File: src/rtl/misr_signature_checker_pkg.sv
`default_nettype none
// ============================================================================
// Module   : misr_signature_checker_pkg
// Brief    : Shared types and constants for the MISR signature checker.
// Revision : 1.0
// ============================================================================
package misr_signature_checker_pkg;

    localparam int PIXEL_WIDTH        = 8;
    localparam int DEFAULT_DATA_WIDTH = PIXEL_WIDTH;
    localparam int DEFAULT_SIG_WIDTH  = 3 * PIXEL_WIDTH;

    localparam logic [23:0] POLY_LEGACY = 24'h000000;
    localparam logic [23:0] POLY_CRC24  = 24'h864CFB;

    typedef enum logic [1:0] {
        IDLE = 2'd0,
        RUN  = 2'd1,
        DONE = 2'd2
    } state_t;

endpackage
`default_nettype wire

File: src/rtl/misr_signature_checker_core.sv
`default_nettype none
// ============================================================================
// Module   : misr_core
// Brief    : Signature register with seed load and polynomial feedback.
// Revision : 1.0
// ============================================================================
module misr_core
    import misr_signature_checker_pkg::*;
#(
    parameter int                   DATA_WIDTH = DEFAULT_DATA_WIDTH,
    parameter int                   SIG_WIDTH  = DEFAULT_SIG_WIDTH,
    parameter logic [SIG_WIDTH-1:0] POLY       = '0,
    parameter logic [SIG_WIDTH-1:0] SEED       = '0
) (
    input  logic                  clk_i,
    input  logic                  reset_i,
    input  logic                  i_load,
    input  logic                  i_shift_en,
    input  logic [DATA_WIDTH-1:0] i_data,
    output logic [SIG_WIDTH-1:0]  o_sig,
    output logic [SIG_WIDTH-1:0]  o_sig_next
);

    logic [SIG_WIDTH-1:0] r_sig;
    logic [SIG_WIDTH-1:0] w_shifted;

    // Feedback taps apply only when the bit shifted out is set.
    assign w_shifted  = {r_sig[SIG_WIDTH-2:0], 1'b0} ^ (r_sig[SIG_WIDTH-1] ? POLY : '0);
    assign o_sig_next = w_shifted ^ SIG_WIDTH'(i_data);

    always_ff @(posedge clk_i or posedge reset_i) begin
        if (reset_i) begin
            r_sig <= SEED;
        end else if (i_load) begin
            r_sig <= SEED;
        end else if (i_shift_en) begin
            r_sig <= o_sig_next;
        end
    end

    assign o_sig = r_sig;

endmodule
`default_nettype wire

File: config.mk
export PLATFORM = sky130hd
export DESIGN_NAME = misr_core
export DESIGN_NICKNAME = d
export VERILOG_FILES = /design/src/rtl/misr_signature_checker_pkg.sv /design/src/rtl/misr_signature_checker_core.sv
export SDC_FILE = /design/constraint.sdc
export NUM_CORES = 1
export LEC_CHECK = 0
export ABC_AREA = 0
export CAP_MARGIN = 25
export CORE_MARGIN = 2
export CORE_UTILIZATION = 42
export CTS_CLUSTER_DIAMETER = 40
export DETAILED_ROUTE_END_ITERATION = 7
export PLACE_DENSITY_LB_ADDON = 0.25
export SLEW_MARGIN = 20
export SYNTH_ARGS = -nofsm -noshare
export SYNTH_HDL_FRONTEND = slang
export SYNTH_SLANG_ARGS = --single-unit
File: constraint.sdc
create_clock -name clk_i -period 1.62 [get_ports clk_i]
set_input_delay 0.324 -clock clk_i [delete_from_list [all_inputs] [get_ports clk_i]]
set_output_delay 0.324 -clock clk_i [all_outputs]
set_load 0.02 [all_outputs]
==> results of run 1 <==
-- critical path, cell delays in order --
cell and delay (ns):
clkdlybuf4s50_1 0.44, xnor2_2 0.20, inv_1 0.05, clkdlybuf4s15_2 0.25
-- final cells by class --
class | instances | area, um^2 | area share
multi-input cells | 55 | 412 | 0.237
clock buffers | 4 | 36.3 | 0.0209
well taps | 31 | 38.8 | 0.0224
repair buffers | 71 | 617 | 0.356
flip-flops and latches | 24 | 601 | 0.346
inverters | 8 | 30.0 | 0.0173
-- cells in the final DEF, fill, tap and decap left out, drive strengths merged --
| master | count |
|---|---|
| xnor2 | 7 |
| inv | 8 |
| buf | 12 |
| dfrtp | 24 |
| nor2 | 24 |
| mux2i | 17 |
| clkdlybuf4s15 | 1 |
| dlymetal6s2s | 1 |
| clkbuf | 10 |
| a211oi | 7 |
| clkdlybuf4s50 | 11 |
| dlygate4sd2 | 40 |
-- stage by stage --
stage	setup WS, ns	cells
5_1_grt	-0.0108	193
2_1_floorplan	0.503	110
4_1_cts	0.000919	192
3_5_place_dp	-0.254	185
3_3_place_gp	-0.232	185
6_report	0.0278	193
-- per-layer routing --
metal,up-vias,global-route usage
met1,425,0.182
li1,443,-
met5,-,0
met3,2,0.0340
met4,0,0.0498
met2,28,0.274
-- worst max path at each step --
stage / endpoint / from / cells past startpoint
6_report: o_sig_next[6] / i_data[6] / 4
5_1_grt: o_sig_next[6] / i_data[6] / 4
4_1_cts: o_sig_next[7] / i_data[7] / 4
3_5_place_dp: o_sig_next[7] / i_data[7] / 4
3_3_place_gp: o_sig_next[6] / i_data[6] / 4
2_1_floorplan: o_sig_next[2] / o_sig[1] / 2
-- logic make-up after synthesis --
family | after synthesis
AO/OA/AOI/OAI | 7
XOR/XNOR | 7
flip-flops | 24
multiplexers | 17
AND/OR/NAND/NOR | 24
buffers and inverters | 31
-- report_power, final --
| part | total [mW] | switching [mW] | leakage, nW | internal [mW] |
|---|---|---|---|---|
| sequential | 0.636 | 0.0200 | 0.327 | 0.616 |
| combinational | 0.303 | 0.154 | 0.698 | 0.149 |
| clock | 0.303 | 0.166 | 0.0210 | 0.137 |
| total | 1.24 | 0.340 | 1.05 | 0.902 |
-- timing repair --
action	4_1_cts	5_1_grt
cloned	0	0
pin swaps	6	1
buffers inserted	3	1
gates resized for setup	56	11
endpoints found under the setup margin	47	8
==> metrics.txt, run 1 <==
Synth top area share 0.504; Avg Cell Area, Syn 10.8 um^2; port buffer count 59; Post-Syn Area 1190 um^2; Async SR Flop Fraction 1.00; DP Area 1710 um^2; CTS Buf Count 3; pin count of the biggest net entering global routing 32; clk sinks 24; FF-to-FF End o_sig[6]; Largest register FFs 24; outcome finished, final reports clean; largest family of logic cells by synthesized area buffers and inverters; Setup violations, final 0; fin crit share 0.983; Die Span X 57.3 um; DR top layer met4; drt drc 0; Adder-Cell Fraction of Synth Area 0; post-route cell area 1730 um^2; reg-to-reg slack, setup ~0.47 ns; Post-CTS Hold Fix Bufs 0; Final Core Density 0.634; Rel. slew slack 0.802; ANT nets after route 0; Total GRT Usage 0.153; Area contributors post-synth dfrtp_1, mux2i_1, buf_4; Final Hold Fails 0; critical path required time 1.30 ns; fin. max-slew vios 0; Post-Synth XOR/XNOR Area 0.0515; Netlist cell types 11; Iter 0 DRT Violations 26; ys flop type dfrtp_1; sequential area share after synthesis 0.504; power density cells 716 nW/um^2; critical path capture point type output port; clock buffer depth 2; Reg clk slew, reported paths 0.12 ns; post-synthesis mux area share 0.143; Synth Area in Compound Gates 0.0441; Met2 Wirelength 1240 um; Post-Syn Nets between 100 and 150; Yosys top cell by area dfrtp_1; post-synthesis register bit count 24; GP Congestion 0.728; r2r worst-path depth 4; DR pass1 iterations 2; filler cell count 238; Synth Warn # 0; TNS Setup 0 ns; post-synthesis simple-gate area fraction 0.0756; Wirelength per Cell 12.1 um; Worst VDD drop roughly 0.5 mV; CP arrival 1.27 ns; Post-DP HPWL approximately 1600 um; # diodes 0; vias in the first global route 886; Starting Density 0.436; via count roughly 900; hold_ws 0.353 ns; die area roughly 3300 um^2; number of synthesized flops with an enable pin 0; met3 wire len 142 um; WL met1 939 um; Min-Delay Path Class in2async; synth cell count leaders dfrtp_1, nor2_1, buf_4, mux2i_1, inv_1; Total Power 1.24 mW; final wirelength 2330 um; fin nets ~180; CTS tree yes; measured slew at the worst slew-check pin about 0.30 ns; core area 2730 um^2; global-route wire length before repair 3950 um; initial antenna violation count 0; CTS root buf clkbuf_4; IO Pins 60; share of layout cells above drive strength 1 0.173; Period minus WS final 1.59 ns; DR vias/cell 4.65; CP Max Fanout 2; CP startpoint kind input port; H-Tree Depth 1; Cells after Synth 110; Die H approximately 57 um; Worst Skew 0.00107 ns; CP Class in2out; max cap viols 0; Pleak between 1 and 1.5 nW; Clk Latency, worst-skew pair 0.30 ns; worst reg2reg startpoint o_sig[5]; P&R area growth vs syn 45.6%; f_max approximately 630 MHz; total gr overflow 0; Rows 19
Note: power is estimated with default switching activity, not from simulation.
==> inputs of run 2 (changes only) <==
HOLD_SLACK_MARGIN = 0.12   (was default)
==> results of run 2 <==
No change in the layout: final DEF, timing and power equal those of run 1.
